==> config.mk <==
export PLATFORM = sky130hd
export DESIGN_NAME = winner_scan_fsm
export DESIGN_NICKNAME = d
export VERILOG_FILES = /design/src/rtl/winner_scan_fsm.sv
export SDC_FILE = /design/constraint.sdc
export NUM_CORES = 1
export LEC_CHECK = 0
export ABC_AREA = 0
export CAP_MARGIN = 10
export CORE_UTILIZATION = 35
export CTS_CLUSTER_SIZE = 16
export DETAILED_ROUTE_END_ITERATION = 8
export PLACE_DENSITY = 0.7
export SLEW_MARGIN = 0
export SYNTH_ARGS = -nofsm -noshare
export SYNTH_HDL_FRONTEND = slang
export SYNTH_SLANG_ARGS = --single-unit
==> constraint.sdc <==
create_clock -name clk -period 1.7 [get_ports clk]
set_clock_uncertainty 0.05 [all_clocks]
set_input_delay 0.34 -clock clk [delete_from_list [all_inputs] [get_ports clk]]
set_output_delay 0.34 -clock clk [all_outputs]
set_load 0.01 [all_outputs]
==> src/rtl/winner_scan_fsm.sv <==
// Post-poll winner scan: snapshots all tallies, walks them through an
// external magnitude comparator and reports winner, tie and no-vote status.
module winner_scan_fsm #(
    parameter int N_CAND = 4,
    parameter int CNT_W  = 4,
    parameter int IDX_W  = 2
) (
    input  logic                    clk,
    input  logic                    rst_n,
    input  logic                    start,
    input  logic [N_CAND*CNT_W-1:0] count_flat,
    output logic [CNT_W-1:0]        cmp_a,
    output logic [CNT_W-1:0]        cmp_b,
    output logic                    cmp_enable,
    input  logic                    cmp_eq,
    input  logic                    cmp_gt,
    input  logic                    cmp_lt,
    output logic                    busy,
    output logic                    done,
    output logic [IDX_W-1:0]        winner_idx,
    output logic [CNT_W-1:0]        winner_count,
    output logic                    tie,
    output logic                    no_votes,
    output logic                    cmp_err
);

    typedef enum logic [1:0] {
        S_IDLE,
        S_COMPARE,
        S_DONE
    } state_t;

    localparam logic [IDX_W-1:0] LAST = IDX_W'(N_CAND - 1);

    state_t           state_q, state_d;
    logic [CNT_W-1:0] cnt_q [N_CAND];
    logic [CNT_W-1:0] cnt_d [N_CAND];
    logic [CNT_W-1:0] max_q, max_d;
    logic [IDX_W-1:0] idx_q, idx_d;
    logic             run_tie_q, run_tie_d;
    logic             err_q, err_d;
    logic [IDX_W-1:0] i_q, i_d;
    logic [CNT_W-1:0] cmp_a_q, cmp_a_d;
    logic [CNT_W-1:0] cmp_b_q, cmp_b_d;
    logic [IDX_W-1:0] win_idx_q, win_idx_d;
    logic [CNT_W-1:0] win_cnt_q, win_cnt_d;
    logic             win_tie_q, win_tie_d;
    logic             nov_q, nov_d;

    logic [CNT_W-1:0] step_max;
    logic [IDX_W-1:0] step_idx;
    logic             step_tie;
    logic             step_err;
    logic             step_nov;
    logic [IDX_W-1:0] nxt_i;

    always_comb begin
        state_d   = state_q;
        cnt_d     = cnt_q;
        max_d     = max_q;
        idx_d     = idx_q;
        run_tie_d = run_tie_q;
        err_d     = err_q;
        i_d       = i_q;
        cmp_a_d   = cmp_a_q;
        cmp_b_d   = cmp_b_q;
        win_idx_d = win_idx_q;
        win_cnt_d = win_cnt_q;
        win_tie_d = win_tie_q;
        nov_d     = nov_q;

        // Illegal flag combinations fall through as "less than".
        step_max = max_q;
        step_idx = idx_q;
        step_tie = run_tie_q;
        step_err = err_q;
        case ({cmp_eq, cmp_gt, cmp_lt})
            3'b010: begin
                step_max = cnt_q[i_q];
                step_idx = i_q;
                step_tie = 1'b0;
            end
            3'b100:  step_tie = 1'b1;
            3'b001:  ;
            default: step_err = 1'b1;
        endcase
        step_nov = (step_max == '0);
        nxt_i    = i_q + IDX_W'(1);

        unique case (state_q)
            S_IDLE: begin
                if (start) begin
                    for (int k = 0; k < N_CAND; k++) begin
                        cnt_d[k] = count_flat[k*CNT_W +: CNT_W];
                    end
                    max_d     = count_flat[0 +: CNT_W];
                    idx_d     = '0;
                    run_tie_d = 1'b0;
                    err_d     = 1'b0;
                    i_d       = IDX_W'(1);
                    cmp_a_d   = count_flat[CNT_W +: CNT_W];
                    cmp_b_d   = count_flat[0 +: CNT_W];
                    state_d   = S_COMPARE;
                end
            end
            S_COMPARE: begin
                max_d     = step_max;
                idx_d     = step_idx;
                run_tie_d = step_tie;
                err_d     = step_err;
                if (i_q == LAST) begin
                    win_cnt_d = step_max;
                    nov_d     = step_nov;
                    win_idx_d = step_nov ? '0 : step_idx;
                    win_tie_d = step_tie && !step_nov;
                    state_d   = S_DONE;
                end else begin
                    i_d     = nxt_i;
                    cmp_a_d = cnt_q[nxt_i];
                    cmp_b_d = step_max;
                end
            end
            S_DONE:  state_d = S_IDLE;
            default: state_d = S_IDLE;
        endcase
    end

    always_ff @(posedge clk) begin
        if (!rst_n) begin
            state_q <= S_IDLE;
            for (int k = 0; k < N_CAND; k++) begin
                cnt_q[k] <= '0;
            end
            max_q     <= '0;
            idx_q     <= '0;
            run_tie_q <= 1'b0;
            err_q     <= 1'b0;
            i_q       <= '0;
            cmp_a_q   <= '0;
            cmp_b_q   <= '0;
            win_idx_q <= '0;
            win_cnt_q <= '0;
            win_tie_q <= 1'b0;
            nov_q     <= 1'b0;
        end else begin
            state_q   <= state_d;
            cnt_q     <= cnt_d;
            max_q     <= max_d;
            idx_q     <= idx_d;
            run_tie_q <= run_tie_d;
            err_q     <= err_d;
            i_q       <= i_d;
            cmp_a_q   <= cmp_a_d;
            cmp_b_q   <= cmp_b_d;
            win_idx_q <= win_idx_d;
            win_cnt_q <= win_cnt_d;
            win_tie_q <= win_tie_d;
            nov_q     <= nov_d;
        end
    end

    assign cmp_a        = cmp_a_q;
    assign cmp_b        = cmp_b_q;
    assign cmp_enable   = (state_q == S_COMPARE);
    assign busy         = (state_q != S_IDLE);
    assign done         = (state_q == S_DONE);
    assign winner_idx   = win_idx_q;
    assign winner_count = win_cnt_q;
    assign tie          = win_tie_q;
    assign no_votes     = nov_q;
    assign cmp_err      = err_q;

endmodule

# After elaboration in Yosys (flattened, before gate mapping)
# Index checks and enable logic that the tools add are counted.
dict set report classes {
  order_cmp 2
  n_addsub 1
  eq_ne 10
  n_mux 28
  reduce_logical 13
  n_bitwise 2
}
# operator n
set op_table {}
lappend op_table {{4-bit two-way mux} 9}
lappend op_table {{4-bit case mux with 2 select lines} 3}
lappend op_table {{4-bit binary-select mux with 2-bit select} 2}
lappend op_table {{2-bit two-way mux} 6}
lappend op_table {{2-bit case mux with 2 select lines} 3}
lappend op_table {{2-bit AND reduction} 4}
lappend op_table {{3-bit greater-or-equal comparator (second input constant)} 2}
lappend op_table {{2-bit != test (second input constant)} 3}
lappend op_table {{2-bit NOT with 3-bit output} 2}
lappend op_table {{1-bit case mux with 2 select lines} 3}
lappend op_table {{3-bit AND reduction} 2}
lappend op_table {{2-bit == test (second input constant)} 2}
lappend op_table {{4-bit logical NOT} 1}
lappend op_table {{2-bit nonzero test} 2}
lappend op_table {{3-bit by 1-bit == test with 1-bit output (second input constant)} 1}
lappend op_table {{3-bit by 2-bit == test with 1-bit output (second input constant)} 1}
lappend op_table {{3-bit == test (second input constant)} 1}
lappend op_table {{3-bit OR reduction} 1}
lappend op_table {{2-bit by 1-bit adder with 2-bit output (second input constant)} 1}
lappend op_table {{2-bit by 1-bit == test with 1-bit output (second input constant)} 1}
lappend op_table {{2-bit logical NOT} 1}
lappend op_table {{1-bit two-way mux} 2}
lappend op_table {{2-bit by 1-bit != test with 1-bit output (second input constant)} 1}
lappend op_table {{1-bit logical AND} 1}
lappend op_table {{1-bit logical NOT} 1}
dict set report totals {
  input_bits 22
  word_cells 72
  output_inout_bits 20
  reg_bits 44
}

# Depth between registers and ports, before layout
dict set report depth {
  ltp_word 8
  depth_mapped 7
  ltp_nobuf 5
}

# Least setup slack after synthesis
# Ideal clock, no wire load.
dict set report synth_timing {
  path_kind {register to register}
  startpoint {register i_q[0]}
  endpoint {register cmp_b_q[3] (netlist: cmp_b[3])}
  n_path_buf 1
  period_less_slack_ns 1.681
  path_stages_with_launch 6
  setup_slack_ns 0.019
  setup_ns 0.119
  arrival_time_ns 1.512
  path_cell_list {dfxtp_1 -> buf_6 -> mux4_2 -> mux2_2 -> nor2_1 -> o21ai_1}
}
dict set report synth_between {
  elab_chain_cells 7
}
# item line
set synth_rtl {}
lappend synth_rtl {{start: declaration} 42} ;# logic [IDX_W-1:0] i_q, i_d;
lappend synth_rtl {{start signal: assignment} 152} ;# i_q <= i_d;
lappend synth_rtl {{2-bit NOT with 3-bit output (not written as such)} 79} ;# step_max = cnt_q[i_q];
lappend synth_rtl {{4-bit binary-select mux with 2-bit select} 79}
lappend synth_rtl {{4-bit two-way mux (not written as such) (2 in series)} 79}
lappend synth_rtl {{4-bit two-way mux} 77} ;# case ({cmp_eq, cmp_gt, cmp_lt})
lappend synth_rtl {{4-bit two-way mux} 111} ;# if (i_q == LAST) begin
lappend synth_rtl {{4-bit case mux with 2 select lines} 90} ;# unique case (state_q)
lappend synth_rtl {{end signal: assignment} 154} ;# cmp_b_q <= cmp_b_d;
lappend synth_rtl {{end: declaration} 44} ;# logic [CNT_W-1:0] cmp_b_q, cmp_b_d;
# Several ways; a longest one is shown, not always the timed one. The select of a mux whose other input is x is not followed.
# A chain may end at the register's enable or synchronous reset.

# Final worst setup path
dict set report layout_timing {
  startpoint {register i_q[0]}
  endpoint {register win_idx_q[0] (netlist: winner_idx[0])}
}
dict set report layout_between {
  elab_chain_cells 7
}
# item line
set layout_rtl {}
lappend layout_rtl {{2-bit NOT with 3-bit output (not written as such)} 79}
lappend layout_rtl {{4-bit binary-select mux with 2-bit select} 79}
lappend layout_rtl {{4-bit two-way mux (not written as such) (2 in series)} 79}
lappend layout_rtl {{4-bit two-way mux} 77}
lappend layout_rtl {{4-bit logical NOT} 87} ;# step_nov = (step_max == '0);
lappend layout_rtl {{2-bit two-way mux} 114} ;# win_idx_d = step_nov ? '0 : step_idx;
lappend layout_rtl {{end signal: assignment} 155} ;# win_idx_q <= win_idx_d;
lappend layout_rtl {{end: declaration} 45} ;# logic [IDX_W-1:0] win_idx_q, win_idx_d;
# Several ways; a longest one is shown, not always the timed one. The select of a mux whose other input is x is not followed.

==> impl_metrics.yaml <==
floorplanning:
  start_util_pct: 37.0
  dieArea_mm2: 0.00624
  die_w_um: 79.0
  rows: 27
  core_area_mm2: 0.00561
  die_h_um: 79.0
  io_pins: 42
synthesis:
  seq_area_frac_synth_pct: 42.5
  netlist.area_leader.share_pct: 42.5
  synthTopCellsByArea: "dfxtp_1, mux4_1, nand2_1, a21oi_1, nor2_1"
  synth_cells: 232
  ys_seq_elements: 44
  synth-edff-count: 0
  synth_ff_type: "dfxtp_1"
  syn_area_per_cell_um2: 8.94
  yosysWarnings: 0
  synth_top_cell_by_area: "dfxtp_1"
  synth_cell_types: 39
  synthArstFlopShare_pct: 0
  synth_area_mm2: 0.00207
  syn-num-nets: 255
cts:
  clock_latency_ns: 0.31
  cts_buffers: 5
  cts_buffer_depth: 2
  cts_hold_buf: 0
  clk_pin_slew_worst_paths_ns: 0.10
  clock_sinks: 44
  cts-root-buf: "clkbuf_8"
  cts_tree: "yes"
  htree_levels: 2
critical_path:
  critPathBufInv: 0
  crit_chain: "mux4_1 > mux2i_2 > and2_4 > a211oi_1"
  worstPathArrival_ns: 1.83
  cp-start-kind: "register"
  cpMaxStageDelayCell: "mux4_1"
  slowest_delay_ns: 0.63
  setup.worst_path.end_class: "register"
  required_ns: 1.85
  critPathKind: "reg -> reg"
  crit_path_max_fanout: 5
  critPathTopFamily: "multiplexers"
placed_design:
  gp_congestion: 0.822
  dpl.hpwl_um: 3770
  dpl-instance-area_mm2: 0.00272
  port_buffers: 41
  dp_slack_ns: -0.341
run_status:
  status: "completed"
cells_and_area:
  finalNetCount: 318
  diodes: 0
  syn_to_final_growth_pct: 40.3
  drive_above_1_share_pct: 21.6
  final_area_mm2: 0.00291
drt:
  ant_nets: 0
  vias: 1930
  vias_per_cell: 5.24
  drt_pass1_iterations: 4
  wl_um: 5170
  drtIter0Drc: 131
  wl_per_cell_um: 14.0
  drc_errors: 0
global_routing:
  grt_pass1_vias: 1857
  grtUsageTotal_pct: 17.9
  grt_pass1_wl_um: 8600
  grt_overflow: 0
  antenna_found_initial: 0
  grt_max_degree: 35
power:
  clock_power_share_pct: 33.1
  peakVddDrop_mv: 0.489
  switchingPower_mw: 0.682
  internal-power_mw: 1.82
  pwr-share-seq_pct: 46.0
  combPwrFrac_pct: 20.9
  power_per_cell_area_mw_per_mm2: 861
  p_sw_share_pct: 27.2
  p_leak_nw: 1.14
worst_hold_path:
  hold_class: "reg -> reg"
timing:
  period_share_pct: 99.1
  postLayoutSetupSlackWorst_ns: 0.0157
  fmax_ghz: 0.594
  setup_viol: 0
  maxSlewViolCount: 0
  period_minus_slack_ns: 1.68
  rsz0062_at_grt: "true"
  max_slew_margin_pct: 76.0
  final_hold_viol_count: 0
  worstMarginPinSlew_ns: 0.359
flow_run:
  maxCapViolations: 0
==> synthesized netlist by cell type, types with 2 or more instances <==
cell	n
mux4_1	7
o211ai_1	3
and2_1	2
nand2b_1	2
mux4_2	2
mux2_2	5
dfxtp_1	44
buf_6	2
clkbuf_1	11
a22oi_1	2
o21ai_0	9
nand2_1	41
buf_2	2
or3b_1	2
a31oi_1	2
nand3_1	5
nor2_1	26
a32oi_1	2
a211oi_1	7
a21oi_1	30
mux2i_1	3
o21ai_1	4
nor3_1	3
==> layer usage <==
metal  wire, um  track usage [%]  vias to the layer above
li1           -                -                      958
met1       2350             22.3                      917
met2       2530             29.1                       49
met3        237             4.94                        6
met4         50             6.91                        0
met5          0                0                        -
==> worst min-delay path, cell delays in order (launching register included) <==
cell and delay [ns]:
dfxtp_1 0.32, nand2_1 0.05, a21oi_1 0.05
==> logic make-up (layout without fill, tap and decap cells) <==
logic type / Yosys count / in the layout / synth area share (%)
buf+inv: 18 / 82 / 4.22
xor+xnor: 1 / 1 / 0.422
compound gates: 63 / 63 / 17.9
mux: 17 / 17 / 15.2
fa+ha+maj: 1 / 1 / 0.603
flops: 44 / 44 / 42.5
simple gates: 88 / 88 / 19.2
==> power by group through the flow <==
stage	registers, mW	clock network [mW]	logic, mW
floorplan	1.16	0	0.267
global placement	1.17	0	0.494
detailed placement	1.17	0	0.504
CTS	1.15	0.845	0.510
global route	1.16	0.892	0.571
finish	1.15	0.830	0.523
==> path summary, 6_finish.rpt <==
| check | startpoint | endpoint | slack [ns] | cells after the start |
|---|---|---|---|---|
| setup / recovery | i_q[0] | winner_idx[0] | 0.02 | 4 |
| setup reg to reg | i_q[0] | winner_idx[0] | 0.02 | 4 |
| hold / removal | cmp_b[0] | cmp_b[0] | 0.41 | 2 |
| hold reg to reg | cmp_b[0] | cmp_b[0] | 0.41 | 2 |
==> through the flow <==
step                hold slack (ns)  total power, mW  utilization [%]  cells  setup TNS [ns]
global route                  0.437             2.62             51.9    368          -0.144
finish                        0.414             2.50             51.9    368               0
floorplan                     0.390             1.43                -    232               0
global placement              0.401             1.66             48.4    357           -5.48
detailed placement            0.400             1.67             48.4    357           -6.41
CTS                           0.416             2.51             50.9    365               0
==> final cells by class <==
type	count	area, um2
Fill cell	536	2700
Inverter	3	13.8
Sequential cell	44	888
Clock inverter	3	46.3
Timing Repair Buffer	71	654
Tap cell	72	90.1
Clock buffer	5	68.8
Multi-Input combinational cell	170	1150
==> sequential cells by signal (all words and copies together) (netlist names) <==
| register | count |
|---|---|
| idx_q | 2 |
| max_q | 4 |
| no_votes | 1 |
| cmp_a | 4 |
| cmp_b | 4 |
| winner_count | 4 |
| i_q | 2 |
| cnt_q | 16 |
| run_tie_q | 1 |
| tie | 1 |
| cmp_err | 1 |
| winner_idx | 2 |
| state_q | 2 |
==> layout by cell type, fill, tap and decap left out, types with 2 or more instances in the layout <==
master / instances
a211oi_1: 7
a21oi_1: 30
a22oi_1: 2
a31oi_1: 2
a32oi_1: 2
buf_4: 27
buf_6: 2
clkbuf_8: 5
clkdlybuf4s50_1: 37
dfxtp_1: 40
dfxtp_2: 3
dlygate4sd2_1: 3
mux2_2: 4
mux2i_1: 2
mux4_1: 7
mux4_2: 2
nand2_1: 41
nand3_1: 5
nor2_1: 22
nor2_2: 4
nor3_1: 2
nor3b_2: 2
o211ai_1: 3
o21ai_0: 9
o21ai_1: 4
==> what timing repair did <==
item                                    in CTS  in global routing
buffers inserted                             0                  3
pin swaps                                    0                  2
resized for setup                           13                 10
hold endpoints to repair                     0                  0
endpoints found under the setup margin      22                 18
Note: power is estimated with default switching activity, not from simulation.
